$ cat config.mk
export PLATFORM = sky130hd
export DESIGN_NAME = mem_port_arbiter_flat
export DESIGN_NICKNAME = d
export VERILOG_FILES = /design/src/rtl/mem_port_arbiter_pkg.sv /design/src/rtl/mem_port_arbiter_if.sv /design/src/rtl/mem_arb_timeout_ctr.sv /design/src/rtl/mem_port_arbiter.sv /design/src/flat_wrapper.sv
export SDC_FILE = /design/constraint.sdc
export NUM_CORES = 1
export LEC_CHECK = 0
export ABC_AREA = 1
export CORE_UTILIZATION = 44
export CTS_CLUSTER_SIZE = 8
export DETAILED_ROUTE_END_ITERATION = 8
export GPL_TIMING_DRIVEN = 0
export HOLD_SLACK_MARGIN = 0.1
export PLACE_DENSITY = 0.89
export SETUP_SLACK_MARGIN = 0.3
export SKIP_CTS_REPAIR_TIMING = 1
export SLEW_MARGIN = 20
export SYNTH_ARGS = -nofsm -noshare
export SYNTH_HDL_FRONTEND = slang
export SYNTH_SLANG_ARGS = --single-unit
$ cat constraint.sdc
create_clock -name clk -period 3.2 [get_ports clk]
set_clock_uncertainty 0.15 [all_clocks]
set_input_delay 0.64 -clock clk [delete_from_list [all_inputs] [get_ports clk]]
set_output_delay 0.64 -clock clk [all_outputs]
set_load 0.01 [all_outputs]
$ cat src/rtl/mem_port_arbiter_pkg.sv
// Shared types for the unified memory-port arbiter: FSM states and port-select codes.
package mem_port_arbiter_pkg;

    typedef enum logic [2:0] {
        ST_IDLE   = 3'd0,
        ST_BUSY_I = 3'd1,
        ST_BUSY_D = 3'd2,
        ST_RESP_I = 3'd3,
        ST_RESP_D = 3'd4
    } arb_state_t;

    typedef enum logic {
        SEL_I = 1'b0,
        SEL_D = 1'b1
    } arb_sel_t;

endpackage

$ cat src/rtl/mem_port_arbiter_if.sv
// Requester and memory-side signals of the arbiter; slave = arbiter, master = core + memory.
interface mem_port_arbiter_if #(
    parameter int ADDR_WIDTH = 32,
    parameter int DATA_WIDTH = 32
);
    logic                  i_req;
    logic [ADDR_WIDTH-1:0] i_addr;
    logic [DATA_WIDTH-1:0] i_rdata;
    logic                  i_done;
    logic                  i_err;
    logic                  d_req;
    logic                  d_we;
    logic [ADDR_WIDTH-1:0] d_addr;
    logic [DATA_WIDTH-1:0] d_wdata;
    logic [DATA_WIDTH-1:0] d_rdata;
    logic                  d_done;
    logic                  d_err;
    logic                  mem_req;
    logic                  mem_we;
    logic [ADDR_WIDTH-1:0] mem_addr;
    logic [DATA_WIDTH-1:0] mem_wdata;
    logic [DATA_WIDTH-1:0] mem_rdata;
    logic                  mem_ack;

    modport slave (
        input  i_req, i_addr, d_req, d_we, d_addr, d_wdata, mem_rdata, mem_ack,
        output i_rdata, i_done, i_err, d_rdata, d_done, d_err,
               mem_req, mem_we, mem_addr, mem_wdata
    );

    modport master (
        output i_req, i_addr, d_req, d_we, d_addr, d_wdata, mem_rdata, mem_ack,
        input  i_rdata, i_done, i_err, d_rdata, d_done, d_err,
               mem_req, mem_we, mem_addr, mem_wdata
    );
endinterface

$ cat src/rtl/mem_arb_timeout_ctr.sv
// Watchdog counter for a pending memory request; o_expired flags the last allowed cycle.
module mem_arb_timeout_ctr #(
    parameter int TIMEOUT_CYCLES = 16
) (
    input  logic clk,
    input  logic rst,
    input  logic i_clear,
    input  logic i_en,
    output logic o_expired
);
    localparam int CW = $clog2(TIMEOUT_CYCLES + 1);

    logic [CW-1:0] r_cnt;

    assign o_expired = (r_cnt == CW'(TIMEOUT_CYCLES - 1));

    always_ff @(posedge clk) begin
        if (rst || i_clear) begin
            r_cnt <= '0;
        end else if (i_en && !o_expired) begin
            r_cnt <= r_cnt + 1'b1;
        end
    end
endmodule

$ cat src/rtl/mem_port_arbiter.sv
// Serialises I-fetch and D-load/store onto one memory port with an ack timeout.
// Define MEM_ARB_ROUND_ROBIN_EN for round-robin arbitration; default is fixed D-over-I priority.
module mem_port_arbiter
    import mem_port_arbiter_pkg::*;
#(
    parameter int ADDR_WIDTH     = 32,
    parameter int DATA_WIDTH     = 32,
    parameter int TIMEOUT_CYCLES = 16
) (
    input  logic               clk,
    input  logic               rst,
    mem_port_arbiter_if.slave  io_bus,
    output logic               busy
);
    arb_state_t            r_state;
    logic                  r_busy;
    logic                  r_mem_req;
    logic                  r_we;
    logic [ADDR_WIDTH-1:0] r_addr;
    logic [DATA_WIDTH-1:0] r_wdata;
    logic                  r_i_done;
    logic                  r_i_err;
    logic [DATA_WIDTH-1:0] r_i_rdata;
    logic                  r_d_done;
    logic                  r_d_err;
    logic [DATA_WIDTH-1:0] r_d_rdata;

    logic     w_any_req;
    logic     w_in_busy;
    logic     w_expired;
    arb_sel_t w_sel;

    assign w_any_req = io_bus.i_req | io_bus.d_req;
    assign w_in_busy = (r_state == ST_BUSY_I) || (r_state == ST_BUSY_D);

`ifdef MEM_ARB_ROUND_ROBIN_EN
    logic r_last_d;
    // On a tie the port that did not win last time goes first.
    assign w_sel = (io_bus.d_req && (!io_bus.i_req || !r_last_d)) ? SEL_D : SEL_I;
`else
    assign w_sel = io_bus.d_req ? SEL_D : SEL_I;
`endif

    mem_arb_timeout_ctr #(
        .TIMEOUT_CYCLES (TIMEOUT_CYCLES)
    ) u_timeout (
        .clk       (clk),
        .rst       (rst),
        .i_clear   (!w_in_busy),
        .i_en      (w_in_busy),
        .o_expired (w_expired)
    );

    always_ff @(posedge clk) begin
        if (rst) begin
            r_state   <= ST_IDLE;
            r_busy    <= 1'b0;
            r_mem_req <= 1'b0;
            r_we      <= 1'b0;
            r_addr    <= '0;
            r_wdata   <= '0;
            r_i_done  <= 1'b0;
            r_i_err   <= 1'b0;
            r_i_rdata <= '0;
            r_d_done  <= 1'b0;
            r_d_err   <= 1'b0;
            r_d_rdata <= '0;
`ifdef MEM_ARB_ROUND_ROBIN_EN
            r_last_d  <= 1'b0;
`endif
        end else begin
            r_i_done <= 1'b0;
            r_d_done <= 1'b0;
            case (r_state)
                ST_IDLE: begin
                    if (w_any_req) begin
                        r_busy    <= 1'b1;
                        r_mem_req <= 1'b1;
                        if (w_sel == SEL_D) begin
                            r_state <= ST_BUSY_D;
                            r_we    <= io_bus.d_we;
                            r_addr  <= io_bus.d_addr;
                            r_wdata <= io_bus.d_wdata;
                        end else begin
                            r_state <= ST_BUSY_I;
                            r_we    <= 1'b0;
                            r_addr  <= io_bus.i_addr;
                            r_wdata <= '0;
                        end
`ifdef MEM_ARB_ROUND_ROBIN_EN
                        r_last_d <= (w_sel == SEL_D);
`endif
                    end
                end
                ST_BUSY_I: begin
                    // An ack on the expiring cycle still wins over the timeout.
                    if (io_bus.mem_ack || w_expired) begin
                        r_state   <= ST_RESP_I;
                        r_mem_req <= 1'b0;
                        r_we      <= 1'b0;
                        r_i_done  <= 1'b1;
                        r_i_err   <= !io_bus.mem_ack;
                        r_i_rdata <= io_bus.mem_ack ? io_bus.mem_rdata : '0;
                    end
                end
                ST_BUSY_D: begin
                    if (io_bus.mem_ack || w_expired) begin
                        r_state   <= ST_RESP_D;
                        r_mem_req <= 1'b0;
                        r_we      <= 1'b0;
                        r_d_done  <= 1'b1;
                        r_d_err   <= !io_bus.mem_ack;
                        r_d_rdata <= (io_bus.mem_ack && !r_we) ? io_bus.mem_rdata : '0;
                    end
                end
                ST_RESP_I, ST_RESP_D: begin
                    r_state <= ST_IDLE;
                    r_busy  <= 1'b0;
                end
                default: begin
                    r_state   <= ST_IDLE;
                    r_busy    <= 1'b0;
                    r_mem_req <= 1'b0;
                end
            endcase
        end
    end

    assign busy             = r_busy;
    assign io_bus.mem_req   = r_mem_req;
    assign io_bus.mem_we    = r_we;
    assign io_bus.mem_addr  = r_addr;
    assign io_bus.mem_wdata = r_wdata;
    assign io_bus.i_done    = r_i_done;
    assign io_bus.i_err     = r_i_err;
    assign io_bus.i_rdata   = r_i_rdata;
    assign io_bus.d_done    = r_d_done;
    assign io_bus.d_err     = r_d_err;
    assign io_bus.d_rdata   = r_d_rdata;
endmodule

$ cat src/flat_wrapper.sv
// flat-port wrapper written by rule: the top's interface ports become plain ports
module mem_port_arbiter_flat import mem_port_arbiter_pkg::*;
#(
    parameter int ADDR_WIDTH     = 32,
    parameter int DATA_WIDTH     = 32,
    parameter int TIMEOUT_CYCLES = 16
)
  (clk, rst, busy, io_bus_i_req, io_bus_i_addr, io_bus_d_req, io_bus_d_we, io_bus_d_addr, io_bus_d_wdata, io_bus_mem_rdata, io_bus_mem_ack, io_bus_i_rdata, io_bus_i_done, io_bus_i_err, io_bus_d_rdata, io_bus_d_done, io_bus_d_err, io_bus_mem_req, io_bus_mem_we, io_bus_mem_addr, io_bus_mem_wdata);
  mem_port_arbiter_if #(.ADDR_WIDTH(ADDR_WIDTH), .DATA_WIDTH(DATA_WIDTH)) io_bus_i ();
  input  logic clk;
  input  logic rst;
  output logic busy;
  input wire logic [$bits(io_bus_i.i_req)-1:0] io_bus_i_req;
  input wire logic [$bits(io_bus_i.i_addr)-1:0] io_bus_i_addr;
  input wire logic [$bits(io_bus_i.d_req)-1:0] io_bus_d_req;
  input wire logic [$bits(io_bus_i.d_we)-1:0] io_bus_d_we;
  input wire logic [$bits(io_bus_i.d_addr)-1:0] io_bus_d_addr;
  input wire logic [$bits(io_bus_i.d_wdata)-1:0] io_bus_d_wdata;
  input wire logic [$bits(io_bus_i.mem_rdata)-1:0] io_bus_mem_rdata;
  input wire logic [$bits(io_bus_i.mem_ack)-1:0] io_bus_mem_ack;
  output wire logic [$bits(io_bus_i.i_rdata)-1:0] io_bus_i_rdata;
  output wire logic [$bits(io_bus_i.i_done)-1:0] io_bus_i_done;
  output wire logic [$bits(io_bus_i.i_err)-1:0] io_bus_i_err;
  output wire logic [$bits(io_bus_i.d_rdata)-1:0] io_bus_d_rdata;
  output wire logic [$bits(io_bus_i.d_done)-1:0] io_bus_d_done;
  output wire logic [$bits(io_bus_i.d_err)-1:0] io_bus_d_err;
  output wire logic [$bits(io_bus_i.mem_req)-1:0] io_bus_mem_req;
  output wire logic [$bits(io_bus_i.mem_we)-1:0] io_bus_mem_we;
  output wire logic [$bits(io_bus_i.mem_addr)-1:0] io_bus_mem_addr;
  output wire logic [$bits(io_bus_i.mem_wdata)-1:0] io_bus_mem_wdata;
  assign io_bus_i.i_req = io_bus_i_req;
  assign io_bus_i.i_addr = io_bus_i_addr;
  assign io_bus_i.d_req = io_bus_d_req;
  assign io_bus_i.d_we = io_bus_d_we;
  assign io_bus_i.d_addr = io_bus_d_addr;
  assign io_bus_i.d_wdata = io_bus_d_wdata;
  assign io_bus_i.mem_rdata = io_bus_mem_rdata;
  assign io_bus_i.mem_ack = io_bus_mem_ack;
  assign io_bus_i_rdata = io_bus_i.i_rdata;
  assign io_bus_i_done = io_bus_i.i_done;
  assign io_bus_i_err = io_bus_i.i_err;
  assign io_bus_d_rdata = io_bus_i.d_rdata;
  assign io_bus_d_done = io_bus_i.d_done;
  assign io_bus_d_err = io_bus_i.d_err;
  assign io_bus_mem_req = io_bus_i.mem_req;
  assign io_bus_mem_we = io_bus_i.mem_we;
  assign io_bus_mem_addr = io_bus_i.mem_addr;
  assign io_bus_mem_wdata = io_bus_i.mem_wdata;
  mem_port_arbiter #(.ADDR_WIDTH(ADDR_WIDTH), .DATA_WIDTH(DATA_WIDTH), .TIMEOUT_CYCLES(TIMEOUT_CYCLES)) u_core (.clk(clk), .rst(rst), .io_bus(io_bus_i), .busy(busy));
endmodule
==> results.md, run 1 <==
* Slowest Stage Delay on Critical Path at 0.60 ns
* Die area at 13,300 um2
* EDFF count, synth at 0
* Mapped cell area at 5660 um2
* H-tree Lvls at 4
* Antenna Nets Post-Route at 0
* Critical path peak fanout at 2
* Routed vias/inst at 4.98
* Core footprint at 12,600 um2
* # diodes at 0
* Post-synth ARST share at 0%
* CP Class: reg2out
* IO Count at 269
* DRC Markers at 0
* Distinct cells, synth at 27
* Tot GR Track Use at 28.4%
* Initial antenna violation count at 0
* Clock Tree Buf Depth at 2
* # rows at 41
* Slew Limit Fails at 0
* Die Wd at 115 um
* CTS tree: done
* Worst slew pin tran at 0.624 ns
* Clock root cell: clkbuf_16
* Layout cells sized above 1 at 7.38%
* Via count at 6,119
* Critical path endpoint category: output port
* Largest net degree at the start of global routing at 17
* Tmin final at 2.16 ns
* Cell family with most CP delay: buffers and inverters
* Largest area contributor in the netlist: dfxtp_1
* PD cells at 589 nW/um2
* Hold path start: u_core.io_bus.mem_addr[19]
* Buf/Inv on CP at 1
* Tcrit/Tclk final at 67.6%
* Reg2Reg Setup Slack at 1.08 ns
* Hold Crit Class: reg2reg
* FF-to-FF Start: u_core.u_timeout.r_cnt[0]
* Synthesis warning total at 0
* RR Endpoint: u_core.io_bus.i_rdata[19]
* Drt pass-1 iters at 5
* Critical Path Start Type: flop
* Wire length per cell at 15.3 um
* Share of the synthesized area in the top cell type at 50.6%
* Most frequent cell after synthesis: nand2_1
* Nets at 1,180
* P&R area growth vs syn at 62.6%
* # setup viols final at 0
* Seq/Total Area, Yosys at 50.6%
* First-pass GRT wire length at 28.8 mm
* Clock insertion delay at the later pin of the skew report at 0.42 ns
* Mapped Nets at 895
* Initial core utilization at 45.0%
* Worst R2R Path Depth at 12
* Lkg Pwr at 3.62 nW
* Crit-path cells: clkdlybuf4s50_1
* 1st-iter DRT viols at 289
* Finished Cell Area at 9200 um2
* DP HPWL at 13.6 mm
* Synth Instances at 759
* Max-cap violations at 0
* CTS Buf Count at 17
* GRT overflow at 0
* PortBufs at 266
* Placer Congestion at 0.878
* Commonest cells post-synth: 277 x nand2_1, 143 x dfxtp_1, 105 x a21oi_1
* Synth Area per Inst at 7.45 um2
* Vias in the first global route at 5,965
* CP required at 2.41 ns
* CTS clk-pin slew, worst paths at 0.06 ns
* Count of final hold-check violations at 0
* Cell count along the critical path at 1
* Most used DFF post-synth: dfxtp_1
* Critical Path End: io_bus_d_rdata[12]
* Slowest-stage cell, CP: clkdlybuf4s50_1
* Area after DPL at 8530 um2
* Synth Register Bits at 143
* CP startpoint: u_core.io_bus.d_rdata[12]
* Sink Count at 143
* Worst IR Drop VDD at 412 uV
* Slew margin rel. at 58.4%
* Routed Wire Length at 18.9 mm
* RSZ-0062 raised after global routing: false
* Status: complete, no violations
* Hold WS at 0.292 ns
* Height of the die at 115 um
* Fin Setup TNS at 0 ns
* Fmax at 0.462 GHz
* WP data arrival at 1.37 ns
* Synth area leaders: dfxtp_1 51%, nand2_1 18%, a21oi_1 9.3%
==> cell type report <==
cell class,instances,area [um2]
fill,983,3370
sequential,143,2860
timing repair buffer,266,2660
multi-input combinational,515,2300
clock buffer,20,457
buffer,50,299
tap,172,215
clock inverter,12,205
inverter,51,191
==> flip-flops by register name, indices dropped and copies added (netlist names), 3 cells and up <==
name	flops
u_core.io_bus.d_rdata	32
u_core.io_bus.i_rdata	32
u_core.io_bus.mem_addr	32
u_core.io_bus.mem_wdata	32
u_core.r_state	3
u_core.u_timeout.r_cnt	5
==> metal layers <==
metal / GRT usage (%) / wire [um]
met3: 8.38 / 1270
met5: 0 / 0
met4: 18.7 / 935
met1: 31.3 / 7550
met2: 47.5 / 9110
==> report_power, final <==
| group | switching [mW] | internal, mW | leakage, nW |
|---|---|---|---|
| Clock | 0.774 | 1.43 | 0.318 |
| Combinational | 0.589 | 0.588 | 2.14 |
| Sequential | 0.0898 | 1.94 | 1.17 |
| Total | 1.45 | 3.96 | 3.62 |
==> kinds of logic (layout without fill, tap and decap cells) <==
family	count (synthesis)	in the layout	synth area share, %
simple gates	335	335	24.1
buf+inv	101	399	8.67
flops	143	143	50.6
fa+ha+maj	2	2	0.442
xor+xnor	3	3	0.465
compound gates	175	175	15.7
==> cells in the final DEF (no fill, tap or decap), types with 2 or more instances in the layout <==
| cell type | n |
|---|---|
| nand2_1 | 277 |
| clkdlybuf4s50_1 | 266 |
| dfxtp_1 | 143 |
| a21oi_1 | 105 |
| o21ai_0 | 57 |
| inv_1 | 46 |
| nand3_1 | 38 |
| clkbuf_16 | 17 |
| clkbuf_1 | 16 |
| buf_2 | 16 |
| nor2_1 | 10 |
| o21ai_1 | 9 |
| buf_6 | 9 |
| inv_2 | 5 |
| buf_4 | 5 |
| bufinv_16 | 5 |
| clkbuf_2 | 4 |
| xor2_1 | 3 |
| inv_6 | 3 |
| nor2_2 | 2 |
| nand2_2 | 2 |
| nand3b_1 | 2 |
| o211ai_1 | 2 |
| ha_1 | 2 |
| clkbuf_8 | 2 |
| clkinvlp_4 | 2 |
==> how the worst min path moves through the flow <==
stage,end,slack [ns],depth (start not counted)
2_1_floorplan,u_core.u_timeout.r_cnt[3],0.29,2
3_3_place_gp,u_core.io_bus.mem_addr[1],0.28,2
3_5_place_dp,u_core.io_bus.mem_addr[5],0.28,2
4_1_cts,u_core.io_bus.mem_addr[5],0.29,2
5_1_grt,u_core.io_bus.mem_addr[20],0.31,2
6_report,u_core.io_bus.mem_addr[19],0.29,2
==> through the flow <==
stage,setup slack [ns],total power [mW],instances,util [%]
2_1_floorplan,1.38,2.60,759,-
3_3_place_gp,0.820,3.21,1197,67.9
3_5_place_dp,0.779,3.23,1197,67.9
4_1_cts,1.01,5.44,1229,73.2
5_1_grt,0.869,5.63,1229,73.2
6_report,1.04,5.42,1229,73.2
Note: power is estimated with default switching activity, not from simulation.
==> run 2: changes to the inputs <==
--- a/config.mk
+++ b/config.mk
@@ -6,12 +6,12 @@
 export NUM_CORES = 1
 export LEC_CHECK = 0
 export ABC_AREA = 1
-export CORE_UTILIZATION = 44
+export CORE_UTILIZATION = 37
 export CTS_CLUSTER_SIZE = 8
 export DETAILED_ROUTE_END_ITERATION = 8
 export GPL_TIMING_DRIVEN = 0
 export HOLD_SLACK_MARGIN = 0.1
-export PLACE_DENSITY = 0.89
+export PLACE_DENSITY = 0.81
 export SETUP_SLACK_MARGIN = 0.3
 export SKIP_CTS_REPAIR_TIMING = 1
 export SLEW_MARGIN = 20
==> constraint.sdc (replaced) <==
create_clock -name clk -period 1.9 [get_ports clk]
set_clock_uncertainty 0.15 [all_clocks]
set_input_delay 0.38 -clock clk [delete_from_list [all_inputs] [get_ports clk]]
set_output_delay 0.38 -clock clk [all_outputs]
set_load 0.01 [all_outputs]
==> run 2 against run 1 <==
Against the previous run:
- the run now ends with design-rule violations left
- power rose by 65%
- worst setup slack got worse by 1.0 ns
- worst hold slack got worse by 0.00090 ns
- combinational power rose by 77%
- global-route usage fell by 5.8 points
- wire length rose by 4.0%
- final area rose by 8.9%
- critical path depth rose by 9
- via count fell by 0.25%
- count of clock-buffer cells in the layout rose by 2
- first-iteration DRC count rose by 4.8%
- sequential power rose by 68%
- critical path type is now reg2reg
- largest power group unchanged
==> results.md, run 2 (same netlist as run 1, synthesis figures left out) <==
* Final WS setup at 0.0403 ns (was 1.04 ns)
* Comb power frac at 23.4% (was 21.7%)
* Crit-path cells: ha_4, nand2_2, nor2_1, ha_2, inv_4, nand2_4, buf_12, nand3_4, buf_6, o21ai_1 (was clkdlybuf4s50_1)
* P&R area growth vs syn at 77.1% (was 62.6%)
* Initial antenna violation count at 0 (unchanged)
* Slew margin rel. at 50.0% (was 58.4%)
* 1st-iter DRT viols at 303 (was 289)
* Tmin final at 1.86 ns
* Worst slew pin tran at 0.749 ns (was 0.624 ns)
* Sw frac at 27.7% (was 26.8%)
* CP required at 2.08 ns (was 2.41 ns)
* Status: finished with violations (was complete, no violations)
* CTS clk-pin slew, worst paths at 0.06 ns (about the same)
* Finished Cell Area at 10,000 um2 (was 9200 um2)
* Reg2Reg Setup Slack at 0.04 ns (was 1.08 ns)
* Hold path start: u_core.io_bus.mem_addr[15] (was u_core.io_bus.mem_addr[19])
* IO Count at 269 (unchanged)
* Die area at 15,800 um2 (was 13,300 um2)
* Clock Tree Buf Depth at 2 (unchanged)
* FF-to-FF Start: u_core.u_timeout.r_cnt[1] (was u_core.u_timeout.r_cnt[0])
* # setup viols final at 0 (unchanged)
* PD cells at 892 nW/um2 (was 589 nW/um2)
* Area after DPL at 8570 um2 (was 8530 um2)
* Most common cell after layout, fill and taps aside: nand2_1 (unchanged)
* Slew Limit Fails at 0 (unchanged)
* Fmax at 0.538 GHz
* DRC Markers at 18 (was 0)
* Die Wd at 126 um (was 115 um)
* Max-cap violations at 0 (unchanged)
* Failing checks: design-rule violations
* Clock root cell: clkbuf_16 (unchanged)
* Place WS at -0.308 ns (was 0.779 ns)
* Vias in the first global route at 5,666 (was 5,965)
* Height of the die at 126 um (was 115 um)
* Cell family with most CP delay: simple AND/OR/NAND/NOR gates (was buffers and inverters)
* Fin cells at 1,258 (was 1,229)
* Largest net degree at the start of global routing at 17 (unchanged)
* Critical path endpoint category: flop (was output port)
* CTS tree: done (unchanged)
* Clock insertion delay at the later pin of the skew report at 0.41 ns (was 0.42 ns)
* Hold Crit Class: reg2reg (unchanged)
* Critical Path Start Type: flop (unchanged)
* Slowest-stage cell, CP: dfxtp_4 (was clkdlybuf4s50_1)
* Routed vias/inst at 4.85 (was 4.98)
* # rows at 44 (was 41)
* CTS Buf Count at 17 (unchanged)
* Internal power at 6.46 mW (was 3.96 mW)
* Initial core utilization at 38.5% (was 45.0%)
* Core footprint at 14,700 um2 (was 12,600 um2)
* Psw at 2.47 mW (was 1.45 mW)
* Worst IR Drop VDD at 573 uV (was 412 uV)
* Count of final hold-check violations at 0 (unchanged)
* # diodes at 0 (unchanged)
* Most frequent cells in the layout: 274 x nand2_1, 139 x dfxtp_1, 134 x dlymetal6s2s_1, 132 x clkdlybuf4s50_1, 103 x a21oi_1 (was 277 x nand2_1, 266 x clkdlybuf4s50_1, 143 x dfxtp_1, 105 x a21oi_1, 57 x o21ai_0)
* Sink Count at 143 (unchanged)
* Buf/Inv on CP at 3 (was 1)
* Critical path peak fanout at 5 (was 2)
* Tcrit/Tclk final at 97.9%
* Hold WS at 0.291 ns (was 0.292 ns)
* Clock Power Share at 38.4% (was 40.7%)
* Tot GR Track Use at 22.6% (was 28.4%)
* Fillers at 1,169 (was 983)
* Nets at 1,197 (was 1,180)
* First-pass GRT wire length at 28.0 mm (was 28.8 mm)
* Total placed cells including tap cells at 1,209 (was 1,197)
* CP startpoint: u_core.u_timeout.r_cnt[1] (was u_core.io_bus.d_rdata[12])
* GRT overflow at 0 (unchanged)
* H-tree Lvls at 4 (unchanged)
* Via count at 6,104 (was 6,119)
* RSZ-0062 raised after global routing: true (was false)
* Layout cells sized above 1 at 13.4% (was 7.38%)
* Wire length per cell at 15.6 um (was 15.3 um)
* Placer Congestion at 0.811 (was 0.878)
* Slowest Stage Delay on Critical Path at 0.37 ns (was 0.60 ns)
* Lkg Pwr at 6.06 nW (was 3.62 nW)
* WP data arrival at 2.04 ns (was 1.37 ns)
* Drt pass-1 iters at 8 (was 5)
* Sequential power share at 38.2% (was 37.5%)
* PortBufs at 266 (unchanged)
* Antenna Nets Post-Route at 0 (unchanged)
* CP Class: reg2reg (was reg2out)
* DP HPWL at 13.5 mm (was 13.6 mm)
* Routed Wire Length at 19.6 mm (was 18.9 mm)
-- run 2: changes by cell type in the layout (fill, tap and decap cells not counted), sizes merged --
cell and delta:
nand2 +1, inv -4, clkbuf +1, clkinv +5, dlymetal6s2s +134, nand3 +1, buf +16, bufinv -2
clkinvlp -1, clkdlybuf4s50 -134
-- run 2: final cells by class --
| class | count | area (um2) | area share, % |
|---|---|---|---|
| buffer | 50 | 354 | 3.54 |
| clock buffer | 22 | 474 | 4.74 |
| clock inverter | 10 | 135 | 1.35 |
| inverter | 51 | 204 | 2.04 |
| multi-input combinational | 517 | 2540 | 25.4 |
| sequential | 143 | 2870 | 28.7 |
| tap | 184 | 230 | 2.30 |
| timing repair buffer | 281 | 3200 | 31.9 |
-- run 2: worst paths after layout --
check | to | depth (start not counted)
worst max-delay path | u_core.io_bus.d_rdata[30] | 10
worst min-delay path | u_core.io_bus.mem_addr[15] | 2
worst max register to register | u_core.io_bus.d_rdata[30] | 10
worst min register to register | u_core.io_bus.mem_addr[15] | 2
-- run 2: power by group through the flow --
stage               clock [mW]  combinational, mW  sequential (mW)
floorplan                    0              0.797             3.60
global placement             0               1.95             3.47
detailed placement           0               1.97             3.48
CTS                       3.48               1.98             3.42
global route              3.62               2.27             3.44
finish                    3.43               2.09             3.41
-- run 2: metrics by stage --
stage	TNS (ns)	power (mW)	util, %
floorplan	0	4.39	-
global placement	-6.11	5.42	58.3
detailed placement	-7.02	5.45	58.3
CTS	-0.00205	8.88	62.5
global route	-0.0312	9.33	68.1
finish	0	8.93	68.1
-- run 2: per-layer routing --
layer | routed length, um | up-vias | track usage [%] | part of all wire (%)
li1 | - | 3052 | - | -
met2 | 9710 | 214 | 38.6 | 49
met3 | 1610 | 30 | 8.16 | 8.2
met1 | 7840 | 2808 | 25.5 | 40
met5 | 0 | - | 0 | 0
met4 | 455 | 0 | 8.90 | 2.3
-- run 2: worst register-to-register path, stage by stage (launching register included) --
cell	delay (ns)
dfxtp_4	0.37
ha_4	0.14
nand2_2	0.04
nor2_1	0.11
ha_2	0.22
inv_4	0.05
nand2_4	0.09
buf_12	0.13
nand3_4	0.15
buf_6	0.19
o21ai_1	0.15
